--- config.mk ---
export PLATFORM = sky130hd
export DESIGN_NAME = relu6_backward_flat
export DESIGN_NICKNAME = d
export VERILOG_FILES = /design/src/rtl/relu6_pkg.sv /design/src/rtl/relu6_backward_if.sv /design/src/rtl/fp16_relu6_mask.sv /design/src/rtl/relu6_backward.sv /design/src/flat_wrapper.sv
export SDC_FILE = /design/constraint.sdc
export NUM_CORES = 1
export LEC_CHECK = 0
export CORE_UTILIZATION = 50
export DETAILED_ROUTE_END_ITERATION = 8
export GPL_ROUTABILITY_DRIVEN = 0
export PLACE_DENSITY = 0.89
export SETUP_SLACK_MARGIN = 0.3
export SYNTH_ARGS = -nofsm -noshare
export SYNTH_HDL_FRONTEND = slang
export SYNTH_SLANG_ARGS = --single-unit
--- constraint.sdc ---
create_clock -name clk -period 4.57 [get_ports clk]
set_clock_uncertainty 0.2 [all_clocks]
set_input_delay 1.1425 -clock clk [delete_from_list [all_inputs] [get_ports clk]]
set_output_delay 1.1425 -clock clk [all_outputs]
set_load 0.005 [all_outputs]
--- src/rtl/relu6_pkg.sv ---
// Shared FP16 types, constants and classification helpers for the ReLU6 family.
package relu6_pkg;

  typedef logic [15:0] fp16_t;

  localparam fp16_t      FP16_ZERO = 16'h0000;
  localparam fp16_t      FP16_SIX  = 16'h4600;
  localparam fp16_t      FP16_QNAN = 16'h7E00;
  localparam logic [4:0] FP16_EXP_MAX = 5'h1F;

  // Payload captured by the classify stage.
  typedef struct packed {
    fp16_t grad;
    logic  last;
    logic  pass;
    logic  nan;
  } s1_payload_t;

  function automatic logic fp16_is_zero(input fp16_t v);
    return (v[14:0] == 15'h0000);
  endfunction

  function automatic logic fp16_is_nan(input fp16_t v);
    return (v[14:10] == FP16_EXP_MAX) && (v[9:0] != 10'h000);
  endfunction

endpackage

--- src/rtl/relu6_backward_if.sv ---
// Input-pair and output-gradient streams of the ReLU6 backward unit.
interface relu6_backward_if;
  import relu6_pkg::*;

  logic  in_valid;
  logic  in_ready;
  fp16_t in_x;
  fp16_t in_grad;
  logic  in_last;
  logic  out_valid;
  logic  out_ready;
  fp16_t out_grad;
  logic  out_last;

  modport slave (
    input  in_valid, in_x, in_grad, in_last, out_ready,
    output in_ready, out_valid, out_grad, out_last
  );

  modport master (
    output in_valid, in_x, in_grad, in_last, out_ready,
    input  in_ready, out_valid, out_grad, out_last
  );

endinterface

--- src/rtl/fp16_relu6_mask.sv ---
// Combinational ReLU6 window test: pass when 0 < x < 6.0, plus a NaN flag.
module fp16_relu6_mask
  import relu6_pkg::*;
(
  input  fp16_t i_x,
  output logic  o_pass,
  output logic  o_nan
);

  // For positive x the FP16 magnitude order equals the unsigned order of x[14:0].
  always_comb begin
    o_pass = 1'b0;
    o_nan  = fp16_is_nan(i_x);
    if (i_x[15] == 1'b1) begin
      o_pass = 1'b0;
    end else if (fp16_is_zero(i_x)) begin
      o_pass = 1'b0;
    end else if (i_x[14:0] < FP16_SIX[14:0]) begin
      o_pass = 1'b1;
    end else begin
      o_pass = 1'b0;
    end
  end

endmodule

--- src/rtl/relu6_backward.sv ---
// FP16 ReLU6 backward gate: two-stage elastic pipeline with zeroed-gradient counter.
// Optional macro RELU6_BWD_NAN_PROP_EN: NaN x forces canonical qNaN and is not counted.
module relu6_backward
  import relu6_pkg::*;
#(
  parameter int CNT_W = 32
) (
  input  logic             clk,
  input  logic             rst,
  relu6_backward_if.slave  bus,
  input  logic             clr_count,
  output logic [CNT_W-1:0] zeroed_count
);

`ifdef RELU6_BWD_NAN_PROP_EN
  localparam logic L_NAN_PROP = 1'b1;
`else
  localparam logic L_NAN_PROP = 1'b0;
`endif

  localparam logic [CNT_W-1:0] L_CNT_ONE = CNT_W'(1);

  logic             w_pass;
  logic             w_nan;
  logic             w_s1_advance;
  logic             w_in_ready;
  logic             w_in_fire;
  logic             w_out_fire;
  fp16_t            w_s2_grad;
  logic             w_s2_zeroed;
  logic             w_cnt_inc;

  logic             r_s1_valid;
  s1_payload_t      r_s1;
  logic             r_s2_valid;
  fp16_t            r_s2_grad;
  logic             r_s2_last;
  logic             r_s2_zeroed;
  logic [CNT_W-1:0] r_count;

  fp16_relu6_mask u_mask (
    .i_x    (bus.in_x),
    .o_pass (w_pass),
    .o_nan  (w_nan)
  );

  // in_ready follows out_ready combinationally so a full pipe still streams.
  always_comb begin
    w_s1_advance = !r_s2_valid || bus.out_ready;
    w_in_ready   = !r_s1_valid || w_s1_advance;
    w_in_fire    = bus.in_valid && w_in_ready;
    w_out_fire   = r_s2_valid && bus.out_ready;
    w_cnt_inc    = w_out_fire && r_s2_zeroed && (r_count != {CNT_W{1'b1}});
  end

  // Gate decision, evaluated as the pair moves into the output register.
  always_comb begin
    w_s2_grad   = FP16_ZERO;
    w_s2_zeroed = 1'b1;
    if (L_NAN_PROP && r_s1.nan) begin
      w_s2_grad   = FP16_QNAN;
      w_s2_zeroed = 1'b0;
    end else if (r_s1.pass) begin
      w_s2_grad   = r_s1.grad;
      w_s2_zeroed = 1'b0;
    end else begin
      w_s2_grad   = FP16_ZERO;
      w_s2_zeroed = 1'b1;
    end
  end

  // Stage 1: classify x and capture the gradient.
  always_ff @(posedge clk) begin
    if (rst) begin
      r_s1_valid <= 1'b0;
      r_s1       <= '0;
    end else begin
      if (w_in_ready) begin
        r_s1_valid <= bus.in_valid;
      end
      if (w_in_fire) begin
        r_s1.grad <= bus.in_grad;
        r_s1.last <= bus.in_last;
        r_s1.pass <= w_pass;
        r_s1.nan  <= w_nan;
      end
    end
  end

  // Stage 2: registered outputs, held while the consumer stalls.
  always_ff @(posedge clk) begin
    if (rst) begin
      r_s2_valid  <= 1'b0;
      r_s2_grad   <= FP16_ZERO;
      r_s2_last   <= 1'b0;
      r_s2_zeroed <= 1'b0;
    end else if (w_s1_advance) begin
      r_s2_valid <= r_s1_valid;
      if (r_s1_valid) begin
        r_s2_grad   <= w_s2_grad;
        r_s2_last   <= r_s1.last;
        r_s2_zeroed <= w_s2_zeroed;
      end
    end
  end

  // Saturating zeroed-transfer counter; clear wins over increment.
  always_ff @(posedge clk) begin
    if (rst) begin
      r_count <= '0;
    end else if (clr_count) begin
      r_count <= '0;
    end else if (w_cnt_inc) begin
      r_count <= r_count + L_CNT_ONE;
    end
  end

  assign bus.in_ready  = w_in_ready;
  assign bus.out_valid = r_s2_valid;
  assign bus.out_grad  = r_s2_grad;
  assign bus.out_last  = r_s2_last;
  assign zeroed_count  = r_count;

endmodule

--- src/flat_wrapper.sv ---
// flat-port wrapper written by rule: the top's interface ports become plain ports
module relu6_backward_flat import relu6_pkg::*;
#(
  parameter int CNT_W = 32
)
  (clk, rst, clr_count, zeroed_count, bus_in_valid, bus_in_x, bus_in_grad, bus_in_last, bus_out_ready, bus_in_ready, bus_out_valid, bus_out_grad, bus_out_last);
  relu6_backward_if bus_i ();
  input  logic clk;
  input  logic rst;
  input  logic clr_count;
  output logic [CNT_W-1:0] zeroed_count;
  input wire logic [$bits(bus_i.in_valid)-1:0] bus_in_valid;
  input wire logic [$bits(bus_i.in_x)-1:0] bus_in_x;
  input wire logic [$bits(bus_i.in_grad)-1:0] bus_in_grad;
  input wire logic [$bits(bus_i.in_last)-1:0] bus_in_last;
  input wire logic [$bits(bus_i.out_ready)-1:0] bus_out_ready;
  output wire logic [$bits(bus_i.in_ready)-1:0] bus_in_ready;
  output wire logic [$bits(bus_i.out_valid)-1:0] bus_out_valid;
  output wire logic [$bits(bus_i.out_grad)-1:0] bus_out_grad;
  output wire logic [$bits(bus_i.out_last)-1:0] bus_out_last;
  assign bus_i.in_valid = bus_in_valid;
  assign bus_i.in_x = bus_in_x;
  assign bus_i.in_grad = bus_in_grad;
  assign bus_i.in_last = bus_in_last;
  assign bus_i.out_ready = bus_out_ready;
  assign bus_in_ready = bus_i.in_ready;
  assign bus_out_valid = bus_i.out_valid;
  assign bus_out_grad = bus_i.out_grad;
  assign bus_out_last = bus_i.out_last;
  relu6_backward #(.CNT_W(CNT_W)) u_core (.clk(clk), .rst(rst), .bus(bus_i), .clr_count(clr_count), .zeroed_count(zeroed_count));
endmodule
==> run_results.csv <==
group,metric,value,unit
status,status,"finished clean",
global_route,grt_remaining_overflow,0,
finish,drive_above_1_share,0.0374,
pwr,p_int,0.000938,W
placed_design,dp_worst_setup_slack,901,ps
clock_tree,postCtsHoldBufs,0,
timing,setup_viol,0,
synth,ys_seq_elements,70,
route,routed_wl,7500,um
route,viasPerCell,5.80,
pwr,p_clk_frac,0.410,
pwr,power_density,293,nW/um2
timing,period_needed,3680,ps
clock_tree,root_buffer,"clkbuf_8",
route,drt_iter0_markers,187,
route,dr.pass1.iters,4,
global_route,grt_pass1_wl,12300,um
finish,multi_input_area,1500,um2
timing,fmax,272,MHz
timing,setup_ws,887,ps
global_route,grt_max_degree,42,
setup_path,worstSetupPathType,"input pin to output port",
setup_path,worstSetupStartpointType,"input pin",
finish,layout_common_cells,"88 x clkdlybuf4s50_1, 75 x nand2_1, 70 x dfxtp_1",
synth,synth_edf_count,0,
synth,syn_inst,370,
finish,final_area,4080,um2
finish,regArea,1400,um2
timing,hold_viol,0,
clock_tree,clock_path_buffers,2,
clock_tree,cts_max_level,3,
setup_path,crit_slowest_cell,"clkdlybuf4s50_1",
synth,async_flop_share,0,
global_route,grt_antenna_before_repair,0,
pwr,swShare,0.215,
setup_path,cpLargestDelayFamily,"buffers and inverters",
clock_tree,cts_tree,"built",
floorplanning,die_area,6270,um2
clock_tree,clock-sinks,70,
synth,ys.flop_type,"dfxtp_1",
timing,setup_tns,0,ps
setup_path,worst-r2r-cell-count,5,
timing,maxSlewHeadroom,0.335,
finish,fill_cells,468,
pwr,pwr-share-seq,0.526,
global_route,grt_pass1_vias,2699,
synth,syn_avg_cell_area,8.05,um2
setup_path,crit_fanout,4,
hold_path,worstHoldPathCells,2,
global_route,track_usage,0.248,
timing,worstMarginPinSlew,990,ps
setup_path,worstPathBufferInverterCount,2,
finish,diodes,0,
setup_path,cp.depth,3,
synth,post_synth_num_cell_types,38,
pwr,p_leak,1.33,nW
synth,seq_area_frac_synth,0.471,
floorplanning,std_cell_rows,27,
route,drtAntennaViolNets,0,
setup_path,cp.required,3230,ps
setup_path,slowest_delay,520,ps
setup_path,worstPathCellList,"clkdlybuf4s50_1 -> nand3b_1 -> clkdlybuf4s50_1",
setup_path,crit_path_end_kind,"output port",
setup_path,ff2ff_setup_slack,1930,ps
placed_design,place_area,3890,um2
timing,finalCritPeriodShare,0.806,
floorplanning,die_h,79.2,um
placed_design,post-dp-hpwl,5110,um
hold_path,hold_class,"flop to flop",
synth,mappedNetlistArea,2980,um2
floorplanning,ioPinCount,89,
run,drv_cap,0,
clock_tree,path_clk_slew,70,ps
synth,syn_nets,409,
timing,final_max_slew_viol_count,0,
floorplanning,initial_core_util,0.531,
clock_tree,clock_latency,340,ps
clock_tree,post-cts-setup-buffer-count,0,
clock_tree,post_cts_resized,0,
floorplanning,die_w,79.2,um
pwr,switchingPower,0.000257,W
route,via_count,3058,
placed_design,port_buffers,88,
setup_path,path_common_cell,"clkdlybuf4s50_1",
finish,post-route-util,0.727,
synth,ys_warn_count,0,
finish,fin_nets,491,
finish,mostFrequentLayoutCell,"clkdlybuf4s50_1",
pwr,combPwrFrac,0.064,
setup_path,cp.arrival,2340,ps
clock_tree,cts_buffers,9,
pwr,vdd_drop_max,209,uV
timing,rsz0062_at_grt,"false",
route,drc_errors,0,
finish,synthToLayoutAreaGrowth,36.9,%
floorplanning,coreArea,5610,um2
route,wl_per_cell,14.2,um
==> final timing paths <==
check,from,end
setup / recovery,bus_out_ready,bus_in_ready
hold / removal,u_core.bus.out_grad[13],u_core.bus.out_grad[13]
setup reg to reg,u_core.zeroed_count[9],u_core.zeroed_count[3]
hold reg to reg,u_core.bus.out_grad[13],u_core.bus.out_grad[13]
==> synth_stat cells (all sizes together), types with 2 or more instances <==
| library cell | number | area (um2) |
|---|---|---|
| nand2 | 75 | 282 |
| dfxtp | 70 | 1400 |
| a21oi | 59 | 295 |
| nand3 | 28 | 140 |
| or3 | 18 | 113 |
| clkbuf | 15 | 56.3 |
| nor2 | 14 | 52.6 |
| o21ai | 14 | 70.1 |
| nand4 | 9 | 62.6 |
| nor3 | 9 | 50.1 |
| and4 | 8 | 70.1 |
| xnor2 | 6 | 52.6 |
| a211oi | 4 | 30.0 |
| o31ai | 4 | 30.0 |
| buf | 3 | 12.5 |
| inv | 3 | 11.3 |
| nor4 | 3 | 18.8 |
| or4 | 3 | 22.5 |
| a31oi | 2 | 12.5 |
| a41o | 2 | 20.0 |
| and2 | 2 | 12.5 |
| and3 | 2 | 12.5 |
| mux2i | 2 | 20.0 |
| nor4b | 2 | 17.5 |
| o211a | 2 | 20.0 |
| o31a | 2 | 17.5 |
==> registers in the layout (all words and copies together) (netlist names) <==
name                  count
u_core.zeroed_count      32
u_core.r_s1              18
u_core.bus.out_grad      16
u_core.bus.out_last       1
u_core.bus.out_valid      1
u_core.r_s1_valid         1
u_core.r_s2_zeroed        1
==> area by class of cell <==
cell class | count | share of cell area
sequential | 70 | 0.344
clock buffer | 13 | 0.0390
tap | 72 | 0.0221
inverter | 3 | 0.00276
multi-input combinational | 279 | 0.367
clock inverter | 1 | 0.00737
timing repair buffer | 89 | 0.218
==> routing by layer <==
layer,up-vias,track usage,part of all wire
met5,-,0,0
met4,0,0.0964,0.018
met3,13,0.0609,0.067
met2,110,0.419,0.48
met1,1442,0.303,0.43
li1,1493,-,-
==> power by group through the flow <==
stage / registers (W) / clock network, W / logic (W)
finish: 0.000629 / 0.000490 / 0.0000761
global route: 0.000630 / 0.000518 / 0.0000840
CTS: 0.000629 / 0.000494 / 0.0000763
detailed placement: 0.000643 / 0 / 0.0000761
global placement: 0.000642 / 0 / 0.0000752
floorplan: 0.000639 / 0 / 0.0000353
==> stage by stage <==
step | hold slack (ps) | std cells | total power [W]
4_1_cts | 251 | 527 | 0.00120
6_report | 251 | 527 | 0.00120
2_1_floorplan | 232 | 370 | 0.000675
3_5_place_dp | 242 | 513 | 0.000719
5_1_grt | 262 | 527 | 0.00123
3_3_place_gp | 237 | 513 | 0.000717
==> cell families after synthesis <==
logic type      after synthesis  share of synthesized area
mux                           2                    0.00672
simple gates                176                      0.293
buf+inv                      21                     0.0269
flops                        70                      0.471
fa+ha+maj                     1                    0.00420
xor+xnor                      7                     0.0206
compound gates               93                      0.178
==> tightest hold or removal path: cells and delay by family (launching register included) <==
| family | cells | cell delay [ps] |
|---|---|---|
| AOI/OAI and AO/OA | 1 | 50 |
| DFF | 1 | 310 |
| and+or+nand+nor | 1 | 50 |
(Power assumes the default switching activity.)
